--- config.mk ---
export PLATFORM = sky130hd
export DESIGN_NAME = y_if_prefetch
export DESIGN_NICKNAME = d
export VERILOG_FILES = /design/src/rtl/y_pipe_pkg.sv /design/src/rtl/y_fifo.sv /design/src/rtl/y_if_prefetch.sv
export SDC_FILE = /design/constraint.sdc
export NUM_CORES = 1
export LEC_CHECK = 0
export ABC_AREA = 1
export CAP_MARGIN = 20
export CORE_UTILIZATION = 40
export CTS_CLUSTER_DIAMETER = 30
export DETAILED_ROUTE_END_ITERATION = 16
export GPL_TIMING_DRIVEN = 1
export PLACE_DENSITY_LB_ADDON = 0.1
export REMOVE_ABC_BUFFERS = 1
export SKIP_CTS_REPAIR_TIMING = 1
export SYNTH_ARGS = -nofsm -noshare
export SYNTH_HDL_FRONTEND = slang
export SYNTH_SLANG_ARGS = --single-unit
--- constraint.sdc ---
create_clock -name clk -period 4.3 [get_ports clk]
set_input_delay 0.86 -clock clk [delete_from_list [all_inputs] [get_ports clk]]
set_output_delay 0.86 -clock clk [all_outputs]
set_load 0.005 [all_outputs]
--- src/rtl/y_pipe_pkg.sv ---
// Shared fetch-pipeline constants and types: default geometry, reset PC,
// NOP encoding and the request-control state encoding.
package y_pipe_pkg;

  localparam int unsigned DEF_WIDTH = 32;
  localparam int unsigned DEF_DEPTH = 4;
  localparam logic [31:0] DEF_ENTRY = 32'd128;
  localparam logic [31:0] NOP       = 32'h0000_0000;
  localparam int unsigned INS_W     = 32;

  typedef enum logic [1:0] {
    FETCH_IDLE = 2'd0,
    FETCH_WAIT = 2'd1,
    FETCH_DROP = 2'd2
  } fetch_state_t;

endpackage

--- src/rtl/y_fifo.sv ---
// Prefetch buffer: power-of-two circular FIFO with flush and occupancy count.
// The head word is read straight from storage, so it never depends on wdata.
module y_fifo
  import y_pipe_pkg::*;
#(
  parameter int unsigned DATA_W = 64,
  parameter int unsigned DEPTH  = DEF_DEPTH
) (
  input  logic                    clk,
  input  logic                    rst,
  input  logic                    push,
  input  logic                    pop,
  input  logic                    flush,
  input  logic [DATA_W-1:0]       wdata,
  output logic [DATA_W-1:0]       rdata,
  output logic [$clog2(DEPTH):0]  count
);

  localparam int unsigned PTR_W = $clog2(DEPTH);
  localparam logic [PTR_W:0] FULL = (PTR_W + 1)'(DEPTH);

  logic [DATA_W-1:0] mem [DEPTH];
  logic [PTR_W-1:0]  wr_ptr;
  logic [PTR_W-1:0]  rd_ptr;
  logic              do_push;
  logic              do_pop;

  // Popping an empty buffer or pushing a full one is silently ignored.
  assign do_pop  = pop && (count != '0);
  assign do_push = push && (count != FULL);

  always_ff @(posedge clk) begin
    if (rst) begin
      wr_ptr <= '0;
      rd_ptr <= '0;
      count  <= '0;
      for (int i = 0; i < DEPTH; i++) begin
        mem[i] <= '0;
      end
    end else if (flush) begin
      wr_ptr <= '0;
      rd_ptr <= '0;
      count  <= '0;
    end else begin
      if (do_push) begin
        mem[wr_ptr] <= wdata;
        wr_ptr      <= wr_ptr + 1'b1;
      end
      if (do_pop) begin
        rd_ptr <= rd_ptr + 1'b1;
      end
      case ({do_push, do_pop})
        2'b10:   count <= count + 1'b1;
        2'b01:   count <= count - 1'b1;
        default: count <= count;
      endcase
    end
  end

  assign rdata = mem[rd_ptr];

endmodule

--- src/rtl/y_if_prefetch.sv ---
// Instruction-fetch prefetcher: keeps one memory read in flight, buffers the
// returned words with their PC+4, and discards stale data after a redirect.
module y_if_prefetch
  import y_pipe_pkg::*;
#(
  parameter int unsigned      WIDTH = DEF_WIDTH,
  parameter int unsigned      DEPTH = DEF_DEPTH,
  parameter logic [WIDTH-1:0] ENTRY = WIDTH'(DEF_ENTRY)
) (
  input  logic                    clk,
  input  logic                    rst,
  input  logic                    redirect,
  input  logic [WIDTH-1:0]        redirect_pc,
  output logic                    imem_req,
  output logic [WIDTH-1:0]        imem_addr,
  input  logic                    imem_ack,
  input  logic [31:0]             imem_rdata,
  output logic                    ins_valid,
  output logic [31:0]             ins,
  output logic [WIDTH-1:0]        PCp4,
  input  logic                    ins_ready,
  output logic [$clog2(DEPTH):0]  count,
  output fetch_state_t            fsm_state
);

  // Handshakes: imem_req/imem_addr are held from issue until the single
  // imem_ack that completes them; a head word moves to decode on any cycle
  // where ins_valid && ins_ready, and a redirect overrides both transfers.

  localparam int unsigned         CNT_W  = $clog2(DEPTH) + 1;
  localparam int unsigned         ENT_W  = INS_W + WIDTH;
  localparam logic [CNT_W-1:0]    FULL   = CNT_W'(DEPTH);
  localparam logic [WIDTH-1:0]    ALIGN  = ~(WIDTH'(3));
  localparam logic [WIDTH-1:0]    STEP   = WIDTH'(4);

  fetch_state_t      state;
  fetch_state_t      state_next;
  logic [WIDTH-1:0]  fetch_pc;
  logic [WIDTH-1:0]  req_addr;
  logic [WIDTH-1:0]  target_pc;
  logic              issue;
  logic              push;
  logic              pop;
  logic [ENT_W-1:0]  push_word;
  logic [ENT_W-1:0]  head;

  assign target_pc = redirect_pc & ALIGN;

  // WAIT holds a live request; DROP holds one whose data is already stale.
  always_comb begin
    state_next = state;
    issue      = 1'b0;
    push       = 1'b0;
    unique case (state)
      FETCH_IDLE: begin
        if (!redirect && (count < FULL)) begin
          issue      = 1'b1;
          state_next = FETCH_WAIT;
        end
      end
      FETCH_WAIT: begin
        if (imem_ack) begin
          push       = !redirect;
          state_next = FETCH_IDLE;
        end else if (redirect) begin
          state_next = FETCH_DROP;
        end
      end
      FETCH_DROP: begin
        if (imem_ack) begin
          state_next = FETCH_IDLE;
        end
      end
      default: state_next = FETCH_IDLE;
    endcase
  end

  always_ff @(posedge clk) begin
    if (rst) begin
      state    <= FETCH_IDLE;
      fetch_pc <= ENTRY & ALIGN;
      req_addr <= '0;
    end else begin
      state <= state_next;
      if (redirect) begin
        fetch_pc <= target_pc;
      end else if (push) begin
        fetch_pc <= fetch_pc + STEP;
      end
      if (issue) begin
        req_addr <= fetch_pc;
      end
    end
  end

  // While a request is in flight the address comes from req_addr, so a
  // redirect can move fetch_pc without disturbing the bus.
  assign imem_req  = !rst && (issue || (state != FETCH_IDLE));
  assign imem_addr = rst ? '0 : ((state == FETCH_IDLE) ? fetch_pc : req_addr);

  assign push_word = {imem_rdata, req_addr + STEP};
  assign pop       = ins_valid && ins_ready;

  y_fifo #(
    .DATA_W (ENT_W),
    .DEPTH  (DEPTH)
  ) u_fifo (
    .clk   (clk),
    .rst   (rst),
    .push  (push),
    .pop   (pop),
    .flush (redirect),
    .wdata (push_word),
    .rdata (head),
    .count (count)
  );

  assign ins_valid = (count != '0);
  assign ins       = head[ENT_W-1:WIDTH];
  assign PCp4      = head[WIDTH-1:0];
  assign fsm_state = state;

endmodule

# ---- Word level (Yosys, flattened, before mapping)
# Memory sizes are Yosys's and may differ from the RTL's. A register that Yosys moved wholly into a read port is not among the register bits.
# Index checks and enable logic that the tools add are counted.
dict set report totals {
  ff_bits 73
  mem_bits_rw 256
  in_bits 69
  output_inout_bits 103
  elab_cells 64
  mem_count 1
}
dict set report op_classes {
  n_addsub 6
  n_lt_le_gt_ge 1
  eq_ne 8
  muxes 25
  n_reduce_logical 16
}
# memory depth width rd rd_ports_with_merged_regs wr line_no
set memory_table {}
lappend memory_table {u_fifo.mem 4 64 1 1 4 y_fifo.sv:22} ;# logic [DATA_W-1:0] mem [DEPTH];
# op n
set ops {}
lappend ops {{32-bit 2-to-1 mux} 4}
lappend ops {{32-bit by 3-bit adder with 32-bit output, second input constant} 2}
lappend ops {{64-bit 2-to-1 mux} 1}
lappend ops {{64-bit OR reduction} 1}
lappend ops {{2-bit 2-to-1 mux} 7}
lappend ops {{1-bit 2-to-1 mux} 11}
lappend ops {{3-bit inequality test, second input constant} 2}
lappend ops {{2-bit one-hot mux with 3 select lines} 1}
lappend ops {{3-bit one-hot mux with 2 select lines} 1}
lappend ops {{2-bit nonzero test} 3}
lappend ops {{1-bit logical AND} 5}
lappend ops {{2-bit by 1-bit adder with 2-bit output, second input constant} 2}
lappend ops {{2-bit by 1-bit == test with 1-bit output, second input constant} 2}
lappend ops {{2-bit == test, second input constant} 2}
lappend ops {{2-bit inequality test, second input constant} 2}
lappend ops {{3-bit by 1-bit adder with 3-bit output, second input constant} 1}
lappend ops {{3-bit less-than comparator, second input constant} 1}
lappend ops {{3-bit AND reduction} 1}
lappend ops {{3-bit nonzero test} 1}
lappend ops {{3-bit by 1-bit subtractor with 3-bit output, second input constant} 1}
lappend ops {{1-bit logical NOT} 2}
lappend ops {{2-bit logical NOT} 1}
lappend ops {{2-bit OR reduction} 1}
lappend ops {{1-bit logical OR} 1}

# ---- Logic depth before layout (Yosys ltp)
dict set report logic_depth {
  ltp_word 10
  ltp_mapped 12
  ltp_nobuf 12
}

# ---- Cells and area by module
# From an unflattened synthesis, not the netlist that was laid out.
dict set report hier_totals {
  hier_cells 1746
  area_unflattened_um2 15830.2
}
# mod n_inst cells_each area_each_um2 seq_area_each_um2
set modules_own_cells {}
lappend modules_own_cells {y_fifo 1 1052 11419.7 7867.5}
lappend modules_own_cells {y_if_prefetch 1 694 4410.5 1241.2}

# ---- Worst setup path after synthesis
# OpenSTA, ideal clock, no wires.
dict set report synth_timing {
  path_type {input to register}
  startpoint {in redirect}
  endpoint {mem u_fifo.mem[2][10], enable pin}
  setup_ns 0.422
  t_arrival_ns 3.221
  t_required_ns 3.878
  path_slack_ns 0.657
  stages 8
  path_cell_list {buf_2 -> nor2_8 -> o31ai_4 -> nor2_8 -> nand2_2 -> buf_4 -> buf_6 -> nand2_1}
}
# element line_no
set synth_lines {}
lappend synth_lines {{from (decl)} y_if_prefetch.sv:12} ;# input logic redirect,
lappend synth_lines {{to (decl)} y_fifo.sv:22}

# ---- Final worst setup path
dict set report layout_timing {
  startpoint {reg state[1], in the netlist fsm_state[1]}
  endpoint {out imem_addr[30]}
}
dict set report layout_between {
  elab_chain_len 3
}
# element line_no
set layout_rtl {}
lappend layout_rtl {{from (decl)} y_if_prefetch.sv:36} ;# fetch_state_t state;
lappend layout_rtl {{from (signal assigned)} y_if_prefetch.sv:84} ;# state <= state_next;
lappend layout_rtl {{2-bit logical NOT} y_if_prefetch.sv:99} ;# assign imem_addr = rst ? '0 : ((state == FETCH_IDLE) ? fetch_pc : req_addr);
lappend layout_rtl {{32-bit 2-to-1 mux (2 in series)} y_if_prefetch.sv:99}
lappend layout_rtl {{to (decl)} y_if_prefetch.sv:15} ;# output logic [WIDTH-1:0] imem_addr,
# Every way passes these cells.

==> impl_metrics.toml <==
[finish]
post_route_cells_drive_above_1_share_pct = 9.47
layout_common_cells = "nor2_1 (397), edfxtp_1 (248), o21ai_0 (210)"
antennaDiodeCount = 0
syn2layout_area_growth_pct = 33.5
finalInstanceArea_sq_um = 20200
postLayoutCoreUtil_pct = 54.7
nNetsFinal = 1949
layout_commonest_cell = "nor2_1"

[clocking]
clk_path_buf_depth = 3
cts_tree = "done"
clock_sinks = 319
clockRootBuffer = "clkbuf_16"
clk_latency_ps = 590
cts.clk_slew.worst_paths_ps = 50
cts_buffers = 81
htreeDepth = 3

[grt]
grt_usage_pct = 23.2
grt_pass1_vias = 12400
overflow = 0
antenna_found_initial = 0
grt_pass1_wl_um = 68900
grt_max_degree = 125

[sta]
finalSetupViolations = 0
fin_setup_tns_ps = 0
post-route-min-period_ps = 3630
period_share_pct = 84.4
worstMarginPinSlew_ps = 916
max_freq_ghz = 0.276
slew_headroom_pct = 38.8
fin_ws_ps = 671
finalHoldViolCount = 0
slew_viol_final = 0
grt_setup_unrepaired = "false"
whs_ps = 430
fin_skew_ps = 26.4

[yosys]
ys_seq_elements = 319
ys_seq_area_share_pct = 58.6
synth_area_per_cell_sq_um = 8.91
synthCells = 1699
synth_cell_types = 39
syn_area_sq_um = 15100
ys_warn_count = 0

[die]
io_pins = 172
coreArea_sq_um = 37000
row_count = 70
start_util_pct = 41.0
dieWidth_um = 197
die_y_um = 197
die_area_sq_um = 38600

[worst_setup_path]
critPathRequiredTime_ps = 3440
critPathMaxStageDelay_ps = 670
worst-path-max-fanout = 60
critPathArrivalTime_ps = 2770
critPathLaunchType = "register"
critPathSlowestCell = "inv_2"
path_cells = "nor2_1 > inv_2 > o21ai_0 > a21oi_1 > clkdlybuf4s50_1"
worstSetupPathType = "reg2out"
crit_path_end_kind = "output pin"

[placed_design]
port_buffers = 165
place_congestion = 0.931
dpl_cell_area_sq_um = 17300
dp_hpwl_um = 27200
pre_cts_slack_ps = 686

[power_and_ir_drop]
clkPwrFrac_pct = 60.3
power_frac_seq_pct = 33.8
p_leak_nw = 7.61
p_sw_mw = 2.28
combinationalPowerShare_pct = 5.9
p_int_mw = 8.18
p_per_area_nw_per_um2 = 518
switching_share_pct = 21.8
ir_drop_mv = 0.319

[flow_run]
maxCapViolCount = 0

[drt]
viasPerCell = 5.12
dr.pass1.iters = 5
drc = 0
dr_total_vias = 12500
postRouteAntennaNets = 0
drt-total-wl_um = 44400
wire_per_inst_um = 18.1
drt_iter0_drc = 676

[outcome]
status = "finished clean"

[min_path]
min_path_type = "reg2reg"
## critical path: cells and delay by family (launching register included)
family,cells,cell delay (ps)
buffers and inverters,2,1220
flip-flops,1,400
AND/OR/NAND/NOR,1,100
AO/OA/AOI/OAI,2,450
## stage by stage
stage	power (mW)	std cells
floorplan	3.85	1600
global placement	4.20	2297
detailed placement	4.21	2297
CTS	10.5	2446
global route	10.8	2446
finish	10.5	2446
## flip-flops by register name, indices dropped and copies added, names as in the netlist, named ones only
name           flops
u_fifo.count       3
req_addr          30
u_fifo.mem       248
u_fifo.rd_ptr      2
fetch_pc          30
u_fifo.wr_ptr      2
fsm_state          2
## final cells by class
| type | instances | area, sq um |
|---|---|---|
| Fill cell | 3394 | 16800 |
| Multi-Input combinational cell | 1137 | 5300 |
| Inverter | 144 | 542 |
| Timing Repair Buffer | 193 | 1990 |
| Clock buffer | 102 | 2170 |
| Tap cell | 504 | 631 |
| Clock inverter | 47 | 703 |
| Sequential cell | 319 | 8870 |
## kinds of logic (layout without fill, tap and decap cells)
family | count (synthesis) | in the layout | synth area share (%)
AO/OA/AOI/OAI | 382 | 382 | 13.6
XOR/XNOR | 19 | 19 | 1.10
adder cells (fa/ha/maj) | 4 | 4 | 0.380
buffers and inverters | 246 | 486 | 6.58
flip-flops | 319 | 319 | 58.6
other | 1 | 4 | 0.0248
AND/OR/NAND/NOR | 728 | 728 | 19.8
## layer usage
metal | GRT usage (%) | vias to the layer above | routed length (um) | share of wire [%]
met5 | 0 | - | 0 | 0
met4 | 9.81 | 0 | 1370 | 3.1
met3 | 3.68 | 78 | 2110 | 4.7
met2 | 38.8 | 358 | 21200 | 48
met1 | 30.0 | 5919 | 19700 | 44
li1 | - | 6174 | - | -
## synth_stat cells (all sizes together)
library cell | count | area, sq um
conb | 1 | 3.75
a221oi | 1 | 8.76
ha | 3 | 37.5
a21oi | 88 | 440
o21ai | 210 | 1050
nand4 | 5 | 31.3
o31ai | 2 | 28.8
xor2 | 15 | 131
clkbuf | 78 | 293
nor2 | 410 | 1600
a211oi | 1 | 7.51
buf | 24 | 163
edfxtp | 248 | 7450
or2 | 1 | 6.26
nor3b | 2 | 15.0
dfxtp | 71 | 1420
o22ai | 62 | 388
fa | 1 | 20.0
nor3 | 65 | 325
nand2 | 181 | 687
a22oi | 1 | 7.51
o21bai | 1 | 7.51
a31oi | 10 | 62.6
o211ai | 2 | 15.0
nand3b | 2 | 15.0
a22o | 3 | 26.3
xnor2 | 4 | 35.0
inv | 144 | 541
nand3 | 62 | 310
a2111oi | 1 | 8.76
## path summary, 6_finish.rpt
kind,startpoint,to,slack (ps),cells past startpoint
hold / removal,u_fifo.rd_ptr[1],register,430,2
setup reg to reg,fsm_state[1],req_addr[10],1790,7
hold reg to reg,u_fifo.rd_ptr[1],register,430,2
setup / recovery,fsm_state[1],imem_addr[30],670,5
## power groups by stage
stage	clock [mW]	sequential, mW	combinational, mW
2_1_floorplan	0	3.57	0.280
3_3_place_gp	0	3.59	0.617
3_5_place_dp	0	3.59	0.618
4_1_cts	6.38	3.54	0.624
5_1_grt	6.54	3.55	0.678
6_report	6.30	3.54	0.617
Power figures use the tool's default switching activity.
